--- config.mk ---
export PLATFORM = sky130hd
export DESIGN_NAME = ad9648_spi_decoder
export DESIGN_NICKNAME = d
export VERILOG_FILES = /design/src/rtl/ad9648_spi_pkg.sv /design/src/rtl/ad9648_spi_decoder_rec_fifo.sv /design/src/rtl/ad9648_spi_decoder.sv
export SDC_FILE = /design/constraint.sdc
export NUM_CORES = 1
export LEC_CHECK = 0
export BUFFER_PORTS_ARGS = -buffer_cell sky130_fd_sc_hd__buf_2
export CAP_MARGIN = 10
export CORE_ASPECT_RATIO = 1.5
export CORE_MARGIN = 2
export CORE_UTILIZATION = 61
export DETAILED_ROUTE_END_ITERATION = 12
export MAX_ROUTING_LAYER = met4
export PLACE_DENSITY = 0.78
export REMOVE_ABC_BUFFERS = 1
export SYNTH_ARGS = -nofsm -noshare
export SYNTH_HDL_FRONTEND = slang
export SYNTH_SLANG_ARGS = --single-unit
--- constraint.sdc ---
create_clock -name SysClk100 -period 7.8 [get_ports SysClk100]
set_input_delay 1.56 -clock SysClk100 [delete_from_list [all_inputs] [get_ports SysClk100]]
set_output_delay 1.56 -clock SysClk100 [all_outputs]
set_load 0.005 [all_outputs]
--- src/rtl/ad9648_spi_pkg.sv ---
// ad9648_spi_pkg: record layout, decoder states and W encodings shared by the SPI decoder.
package ad9648_spi_pkg;
  localparam int REC_RW = 31;
  localparam int REC_W = 29;
  localparam int REC_W_W = 2;
  localparam int REC_ERR = 28;
  localparam int REC_IDX = 24;
  localparam int REC_IDX_W = 4;
  localparam int REC_ADDR = 8;
  localparam int REC_ADDR_W = 13;
  localparam int REC_DATA = 0;
  localparam int REC_DATA_W = 8;
  typedef enum logic [1:0] {IDLE, INSTR, DATA} state_t;
  localparam logic [1:0] W_1B = 2'b00;
  localparam logic [1:0] W_2B = 2'b01;
  localparam logic [1:0] W_3B = 2'b10;
  localparam logic [1:0] W_STREAM = 2'b11;
  function automatic logic [31:0] make_rec(input logic rw, input logic [1:0] w, input logic err,
                                           input logic [3:0] idx, input logic [12:0] addr,
                                           input logic [7:0] data);
    logic [31:0] r;
    r = '0;
    r[REC_RW] = rw;
    r[REC_W +: REC_W_W] = w;
    r[REC_ERR] = err;
    r[REC_IDX +: REC_IDX_W] = idx;
    r[REC_ADDR +: REC_ADDR_W] = addr;
    r[REC_DATA +: REC_DATA_W] = data;
    return r;
  endfunction
endpackage

--- src/rtl/ad9648_spi_decoder_rec_fifo.sv ---
// rec_fifo: synchronous first-word-fall-through FIFO with a registered data output.
module rec_fifo #(
  parameter int DEPTH = 16,
  parameter int WIDTH = 32
) (
  input  logic             clk,
  input  logic             rst,
  input  logic             i_push,
  input  logic [WIDTH-1:0] i_data,
  output logic             o_ovf,
  output logic             o_valid,
  input  logic             i_ready,
  output logic [WIDTH-1:0] o_data
);
  localparam int AW = $clog2(DEPTH);
  logic [WIDTH-1:0] r_mem [DEPTH];
  logic [WIDTH-1:0] r_data;
  logic [AW:0] r_wp, r_rp, w_wp_n, w_rp_n;
  logic w_full, w_rd, w_wr;
  assign w_full = (r_wp[AW] != r_rp[AW]) && (r_wp[AW-1:0] == r_rp[AW-1:0]);
  assign o_valid = r_wp != r_rp;
  assign w_rd = o_valid & i_ready;
  assign w_wr = i_push & (~w_full | w_rd);
  assign o_ovf = i_push & w_full & ~w_rd;
  assign w_wp_n = r_wp + {{AW{1'b0}}, w_wr};
  assign w_rp_n = r_rp + {{AW{1'b0}}, w_rd};
  assign o_data = r_data;
  // The next head is preloaded; bypass the incoming word when it becomes the head.
  always_ff @(posedge clk) begin
    if (rst) begin
      r_wp <= '0;
      r_rp <= '0;
      r_data <= '0;
    end else begin
      r_wp <= w_wp_n;
      r_rp <= w_rp_n;
      r_data <= (w_wp_n == w_rp_n) ? '0 :
                (w_wr && r_wp == w_rp_n) ? i_data : r_mem[w_rp_n[AW-1:0]];
    end
  end
  always_ff @(posedge clk) if (w_wr) r_mem[r_wp[AW-1:0]] <= i_data;
endmodule

--- src/rtl/ad9648_spi_decoder.sv ---
// ad9648_spi_decoder: passive AD9648 3-wire SPI spy; emits one 32-bit record per transferred byte.
module ad9648_spi_decoder
  import ad9648_spi_pkg::*;
#(
  parameter int FIFO_DEPTH = 16,
  parameter int SYNC_STAGES = 2
) (
  input  logic        SysClk100,
  input  logic        SysReset,
  input  logic        aSpiCs_n,
  input  logic        aSpiSclk,
  input  logic        aSpiSdio,
  output logic        mRecTvalid,
  input  logic        mRecTready,
  output logic [31:0] mRecTdata,
  output logic        sBusy,
  output logic [15:0] sOvfCnt,
  output logic [15:0] sTxnCnt
);
  logic [SYNC_STAGES-1:0] r_cs_s, r_sclk_s, r_sdio_s;
  logic r_cs_q, r_sclk_q, r_fell, r_rw, r_push;
  logic [1:0] r_w, r_nb;
  logic [3:0] r_bitcnt, r_idx;
  logic [14:0] r_sr;
  logic [12:0] r_addr;
  logic [31:0] r_rec;
  state_t r_state;
  logic w_cs, w_sclk, w_sdio, w_cs_rise, w_cs_fall, w_sclk_rise, w_ovf;
  logic [7:0] w_byte, w_part;
  logic [31:0] w_err_rec;
  assign w_cs = r_cs_s[SYNC_STAGES-1];
  assign w_sclk = r_sclk_s[SYNC_STAGES-1];
  assign w_sdio = r_sdio_s[SYNC_STAGES-1];
  assign w_cs_rise = ~r_cs_q & w_cs;
  assign w_cs_fall = r_cs_q & ~w_cs;
  assign w_sclk_rise = ~r_sclk_q & w_sclk;
  assign w_byte = {r_sr[6:0], w_sdio};
  assign w_part = r_sr[7:0] << (3'd0 - r_bitcnt[2:0]);
  assign w_err_rec = (r_state == DATA) ? make_rec(r_rw, r_w, 1'b1, r_idx, r_addr, w_part)
                                       : make_rec(1'b0, 2'b00, 1'b1, r_idx, 13'd0, 8'd0);
  assign sBusy = r_state != IDLE;
  always_ff @(posedge SysClk100) begin
    if (SysReset) begin
      r_cs_s <= '1;
      r_sclk_s <= '0;
      r_sdio_s <= '0;
      r_cs_q <= 1'b1;
      r_sclk_q <= 1'b0;
    end else begin
      r_cs_s <= {r_cs_s[SYNC_STAGES-2:0], aSpiCs_n};
      r_sclk_s <= {r_sclk_s[SYNC_STAGES-2:0], aSpiSclk};
      r_sdio_s <= {r_sdio_s[SYNC_STAGES-2:0], aSpiSdio};
      r_cs_q <= w_cs;
      r_sclk_q <= w_sclk;
    end
  end
  // A CS rise takes priority over any Sclk edge seen in the same cycle.
  always_ff @(posedge SysClk100) begin
    r_push <= 1'b0;
    if (SysReset) begin
      r_state <= IDLE;
      r_fell <= 1'b0;
      r_bitcnt <= '0;
      r_idx <= '0;
      r_nb <= '0;
      r_sr <= '0;
      r_rw <= 1'b0;
      r_w <= '0;
      r_addr <= '0;
      r_rec <= '0;
      r_push <= 1'b0;
      sTxnCnt <= '0;
      sOvfCnt <= '0;
    end else begin
      if (w_ovf && sOvfCnt != 16'hFFFF) sOvfCnt <= sOvfCnt + 16'd1;
      if (w_cs_rise) begin
        if (r_fell) sTxnCnt <= sTxnCnt + 16'd1;
        r_push <= r_state != IDLE && r_bitcnt != 4'd0;
        r_rec <= w_err_rec;
        r_state <= IDLE;
      end else begin
        case (r_state)
          IDLE: if (w_cs_fall) begin
            r_fell <= 1'b1;
            r_bitcnt <= '0;
            r_idx <= '0;
            r_state <= INSTR;
          end
          INSTR: if (w_sclk_rise) begin
            r_sr <= {r_sr[13:0], w_sdio};
            r_bitcnt <= r_bitcnt + 4'd1;
            if (r_bitcnt == 4'd15) begin
              r_rw <= r_sr[14];
              r_w <= r_sr[13:12];
              r_addr <= {r_sr[11:0], w_sdio};
              r_bitcnt <= '0;
              r_nb <= '0;
              r_state <= DATA;
            end
          end
          DATA: if (w_sclk_rise) begin
            r_sr <= {r_sr[13:0], w_sdio};
            r_bitcnt <= r_bitcnt + 4'd1;
            if (r_bitcnt == 4'd7) begin
              r_push <= 1'b1;
              r_rec <= make_rec(r_rw, r_w, 1'b0, r_idx, r_addr, w_byte);
              r_idx <= r_idx + {3'd0, r_idx != 4'd15};
              r_addr <= r_addr - 13'd1;
              r_bitcnt <= '0;
              r_nb <= r_nb + 2'd1;
              if (r_w != W_STREAM && r_nb == r_w) r_state <= INSTR;
            end
          end
          default: r_state <= IDLE;
        endcase
      end
    end
  end
  rec_fifo #(.DEPTH(FIFO_DEPTH), .WIDTH(32)) u_fifo (
    .clk(SysClk100),
    .rst(SysReset),
    .i_push(r_push),
    .i_data(r_rec),
    .o_ovf(w_ovf),
    .o_valid(mRecTvalid),
    .i_ready(mRecTready),
    .o_data(mRecTdata)
  );
endmodule
==> flow_summary.toml, run 1 <==
[run_status]
status = "finished clean"

[pwr]
powerDensity_nw_per_um2 = 232
power_leakage_nw = 9.02
ir_worst_vdd_mv = 0.223

[synthesis]
yosysTopAreaCellShare_pct = 55.6
synthArstFlopShare_pct = 0
postSynthAreaPerCell_um2 = 15.7
synth_top_cell_by_area = "edfxtp_1"
ys_top_cells_by_area = "edfxtp_1 56%, dfxtp_1 12%, mux4_2 11%"
synth_warnings = 0
netlist_area_um2 = 25100
seq_area_frac_synth_pct = 67.8
synth-seq-cells = 617
synthFlopType = "edfxtp_1"
synth_edf_count = 464
syn_inst = 1601
synth_cell_types = 60

[place]
placed_area_um2 = 26000
dp_hpwl_um = 30400
portBuffers = 68
gp_congestion = 0.877
post-place-ws_ns = 2.89

[timing]
setup_viol = 0
skew_ns = 0.0153
worst_pin_slew_ns = 1.16
setup_ws_ns = 3.39
fin_crit_sh_pct = 56.6
period_needed_ns = 4.41
hold_violations = 0
fmax_ghz = 0.227
slew_violations = 0
rsz0062_at_grt = "false"
finalSetupTns_ns = 0
relSlewSlack_pct = 22.5

[critical_path]
cp_max_fo = 74
crit_cells = 11
path_cells = "xnor2_1 -> and4_1 -> nand2b_1 -> and2_1 -> ha_4 -> buf_12 -> mux4_2 -> mux2i_1 -> mux2i_1 -> o21ai_0 -> a221oi_1"
cpMostUsedCell = "mux2i_1"
r2r-start = "u_fifo.r_wp[2]"
crit_type = "register to register"
cp-end-kind = "register"
r2r-end = "u_fifo.o_data[2]"
path_buf_inv = 1
cpPeakStageDelay_ns = 0.88
crit_slowest_cell = "ha_4"
rr_worst_depth = 11
worstPathRequired_ns = 8.21
rrSetupSlack_ns = 3.39
crit_path_start_kind = "register"
arrival_ns = 4.82
critical-path-top-delay-family = "multiplexers"
crit_end = "u_fifo.o_data[2]"
crit_start = "u_fifo.r_wp[2]"

[finish]
final_common_cell = "edfxtp_1"
drive_above_1_share_pct = 20.4
final_cell_mix = "464 x edfxtp_1, 153 x dfxtp_1, 119 x mux4_2, 109 x mux2i_1, 87 x nand2_1"
nNetsFinal = 1670
area_delta_synth_final_pct = 10.8
final_area_um2 = 27800
n_antenna_cell = 0

[cts]
ctsResizeCount = 0
clock-root-buffer = "clkbuf_16"
numCtsBuffers = 53
cts_tree = "built"
clk_path_buf_depth = 3
path_clk_slew_ns = 0.06
postCtsHoldBufs = 0
cts.sinks = 617
h-tree-depth = 2
clk_latency_ns = 0.58
post_cts_buffers = 0

[floorplanning]
io_pins = 72
fp.dieH_um = 252
initial_utilization_pct = 61.3
rows = 91
fp.dieW_um = 170
dieArea_um2 = 42800
core-area_um2 = 40900

[route]
drc = 0
avgRoutedWirePerCell_um = 26.6
dr_total_vias = 14686
drtIter0Drc = 1512
via_per_inst = 6.66
finalWirelength_um = 58500
ant_nets = 0
first_pass_iters = 7

[grt]
antenna_found_initial = 0
first_global_vias = 14836
track_usage_pct = 28.6
grt_max_degree = 79
grt_pass1_wl_um = 88100
overflow = 0

[worst_hold_path]
hold_path.class = "register to register"
hold_start = "r_cs_s[0]"

[run]
maxCapViolations = 0
-- worst register-to-register path, delay by kind of cell (launching register included) --
family | cells | cell delay, ns
XOR/XNOR | 1 | 0.21
buffers and inverters | 1 | 0.53
AND/OR/NAND/NOR | 3 | 0.52
adder cells (fa/ha/maj) | 1 | 0.88
flip-flops | 1 | 0.76
AO/OA/AOI/OAI | 2 | 0.25
multiplexers | 3 | 1.09
-- sequential cells by signal, indices dropped and copies added (netlist names), 4 cells and up --
signal	cells
r_idx	4
sTxnCnt	16
r_sr	15
r_bitcnt	4
u_fifo.r_rp	5
r_addr	13
sOvfCnt	16
r_rec	29
u_fifo.o_data	29
u_fifo.r_mem	464
u_fifo.r_wp	5
-- power breakdown --
part           internal (mW)  switching (mW)  total [mW]
registers               3.52          0.0349        3.55
logic                 0.0854           0.154       0.240
clock network           1.50            1.17        2.66
-- logic make-up (layout without fill, tap and decap cells) --
family	after synthesis	count (layout)	synth area share, %
AO/OA/AOI/OAI	216	216	5.37
adder cells (fa/ha/maj)	14	14	0.699
buffers and inverters	127	218	2.31
multiplexers	234	234	15.3
XOR/XNOR	32	32	1.29
flip-flops	617	617	67.8
other	1	3	0.0150
AND/OR/NAND/NOR	360	360	7.21
-- routing by layer --
layer  vias up  part of all wire (%)  global-route usage (%)
li1       6333                     -                       -
met1      7418                    36                    35.2
met2       785                    51                    48.8
met3       150                   8.4                    3.81
met4         0                   3.9                    10.9
met5         -                     0                       -
-- cell type report --
type                            instances  area [um2]
Sequential cell                       617       17000
Fill cell                            2597       13100
Multi-Input combinational cell        859        7700
Clock buffer                           68        1460
Tap cell                              511         639
Timing Repair Buffer                   99         588
Clock inverter                         31         302
Inverter                               20        75.1
-- worst min path at each step --
stage / cells after the start / slack, ns / end
after floorplan: 1 / 0.39 / r_cs_s[1]
after global placement: 1 / 0.39 / r_cs_s[1]
after detailed placement: 1 / 0.41 / r_cs_s[1]
after CTS: 1 / 0.42 / r_cs_s[1]
after global routing: 1 / 0.45 / r_cs_s[1]
final: 1 / 0.42 / r_cs_s[1]
-- synthesized netlist by cell type (all sizes together), types with 2 or more instances --
cell and instances:
mux2i 109, inv 20, nor3 10, o32ai 2, or2 5, dfxtp 153, o2111ai 2, xor2 15
nand3b 11, nor2 89, and4 3, nand4 12, a31oi 2, or3b 3, mux4 119, nor4 10
and3 5, clkbuf 49, nand4b 3, a211oi 16, and2 6, mux2 6, edfxtp 464, a221oi 30
ha 14, nand2 87, a21o 4, xnor2 15, or4 11, buf 58, o21a 3, nor2b 26
o21ai 66, or3 9, xnor3 2, o31ai 10, a21oi 63, o211ai 3, nand2b 10, nand3 53
nor3b 4, o2111a 2, o22ai 7
-- through the flow --
step | util [%] | cells | hold WS, ns | power [mW]
CTS | 67.9 | 2205 | 0.422 | 6.48
floorplan | - | 1496 | 0.389 | 3.78
finish | 67.9 | 2205 | 0.416 | 6.46
global placement | 63.6 | 2106 | 0.392 | 3.85
global route | 67.9 | 2205 | 0.446 | 6.61
detailed placement | 63.6 | 2106 | 0.406 | 3.86
Note: power is estimated with default switching activity, not from simulation.
==> inputs of run 2 (changes only) <==
- clock period: 7.8 -> 4.2 ns (I/O delays scaled with it)
==> run 2 against run 1 <==
Against the previous run:
- clock skew is 0.0015 ns higher
- sequential share of layout area is 0.18 points lower
- worst hold slack better by 0.019 ns
- setup slack got worse by 3.0 ns
- critical path depth rose by 1
- critical endpoint is now u_fifo.o_data[31]
==> flow_summary.toml, run 2 (synthesized netlist as in run 1, its figures left out) <==
[run_status]
status = "finished clean"

[route]
via_per_inst = 6.68
avgRoutedWirePerCell_um = 26.2
dr_total_vias = 14752
wl_met3_um = 5170
met1_length_um = 20300
drc = 0
finalWirelength_um = 57800
drtIter0Drc = 1426
wl_met2_um = 29700
top_layer_used = "met4"
ant_nets = 0
first_pass_iters = 5

[place]
placed_area_um2 = 26300
gp_congestion = 0.850
portBuffers = 68
dp_hpwl_um = 31300

[finish]
final_area_um2 = 27800
utilization_pct = 68.1
nFillCells = 2602
final_common_cell = "edfxtp_1"
area_delta_synth_final_pct = 11.1
largest_reg_flops = 464
final_cell_mix = "464 x edfxtp_1, 153 x dfxtp_1, 119 x mux4_2, 109 x mux2i_1, 87 x nand2_1"
nNetsFinal = 1677
n_antenna_cell = 0
drive_above_1_share_pct = 19.8

[cts]
post_cts_buffers = 0
ctsResizeCount = 0
clk_path_buf_depth = 3
postCtsHoldBufs = 0
clk_latency_ns = 0.60
path_clk_slew_ns = 0.07
cts_tree = "built"
h-tree-depth = 2
cts.sinks = 617
clock-root-buffer = "clkbuf_16"
numCtsBuffers = 51

[worst_hold_path]
hold_path.class = "input pin to register"
min_path_cells = 2

[grt]
antenna_found_initial = 0
grt_max_degree = 119
overflow = 0
grt_pass1_wl_um = 87700
first_global_vias = 14812
track_usage_pct = 28.4

[critical_path]
crit_path_start_kind = "register"
path_cells = "xnor2_1 -> and4_1 -> nand2b_1 -> and2_1 -> ha_4 -> ha_4 -> xor2_1 -> nor2_1 -> o2111ai_2 -> buf_4 -> o21ai_0 -> a221oi_1"
crit_type = "register to register"
crit_cells = 12
arrival_ns = 4.23
cp-end-kind = "register"
cp_max_fo = 16
crit_slowest_cell = "dfxtp_1"
critical-path-top-delay-family = "compound AO/OA/AOI/OAI gates"
worstPathRequired_ns = 4.65
path_buf_inv = 1
cpMostUsedCell = "ha_4"
rr_worst_depth = 12
cpPeakStageDelay_ns = 0.72

[timing]
worst_pin_slew_ns = 1.10
fin_crit_sh_pct = 89.9
skew_ns = 0.0168
fmax_ghz = 0.265
rsz0062_at_grt = "false"
setup_viol = 0
hold_violations = 0
slew_violations = 0
relSlewSlack_pct = 26.9
period_needed_ns = 3.77
whs_ns = 0.435

[run]
maxCapViolations = 0

[floorplanning]
core-area_um2 = 40900
dieArea_um2 = 42800
fp.dieH_um = 252
io_pins = 72
fp.dieW_um = 170
initial_utilization_pct = 61.3
rows = 91

[pwr]
power_leakage_nw = 9.03
ir_worst_vdd_mv = 0.380
powerDensity_nw_per_um2 = 417
## run 2: cell count changes in the layout (fill, tap and decap cells not counted), sizes merged
cell / before / now
buf: 99 / 108
clkbuf: 68 / 76
bufinv: 5 / 1
clkinv: 16 / 12
clkinvlp: 7 / 4
inv: 23 / 21
## run 2: routing by layer
metal | global-route usage (%) | vias to the layer above
met4 | 12.8 | 0
met2 | 47.5 | 800
met1 | 34.7 | 7430
met5 | - | -
li1 | - | 6333
met3 | 3.91 | 189
## run 2: final cells by class
cell class | instances | area, um2 | share of cell area (%)
inverter | 20 | 75.1 | 0.270
sequential | 617 | 17000 | 61.0
tap | 511 | 639 | 2.30
timing repair buffer | 108 | 843 | 3.03
clock inverter | 18 | 125 | 0.449
multi-input combinational | 859 | 7700 | 27.7
clock buffer | 76 | 1460 | 5.25
## run 2: per-stage QoR
step | setup TNS [ns] | worst slack (ns) | instances | total power, mW
6_report | 0 | 0.426 | 2209 | 11.6
5_1_grt | 0 | 0.209 | 2209 | 11.9
4_1_cts | 0 | 0.492 | 2209 | 11.7
3_5_place_dp | 0 | 0.522 | 2115 | 7.18
3_3_place_gp | 0 | 0.707 | 2115 | 7.15
2_1_floorplan | -148.94 | -3.71 | 1496 | 7.03
## run 2: worst reg2reg max path: stages, from the launching register on
cell       delay, ns
dfxtp_1         0.72
xnor2_1         0.21
and4_1          0.24
nand2b_1        0.08
and2_1          0.19
ha_4            0.17
ha_4            0.25
xor2_1          0.14
nor2_1          0.19
o2111ai_2       0.62
buf_4           0.45
o21ai_0         0.24
a221oi_1        0.13
## run 2: worst paths after layout
check / from / to / slack (ns)
worst max-delay path: u_fifo.r_wp[2] / u_fifo.o_data[31] / 0.43
worst min-delay path: aSpiCs_n / r_cs_s[0] / 0.44
worst max register to register: u_fifo.r_wp[2] / u_fifo.o_data[31] / 0.43
worst min register to register: r_cs_s[0] / r_cs_s[1] / 0.44
## run 2: power by group
part,total (mW),internal [mW],switching [mW]
clock,4.56,2.47,2.09
combinational,0.458,0.162,0.296
sequential,6.60,6.53,0.0661
total,11.6,9.17,2.45
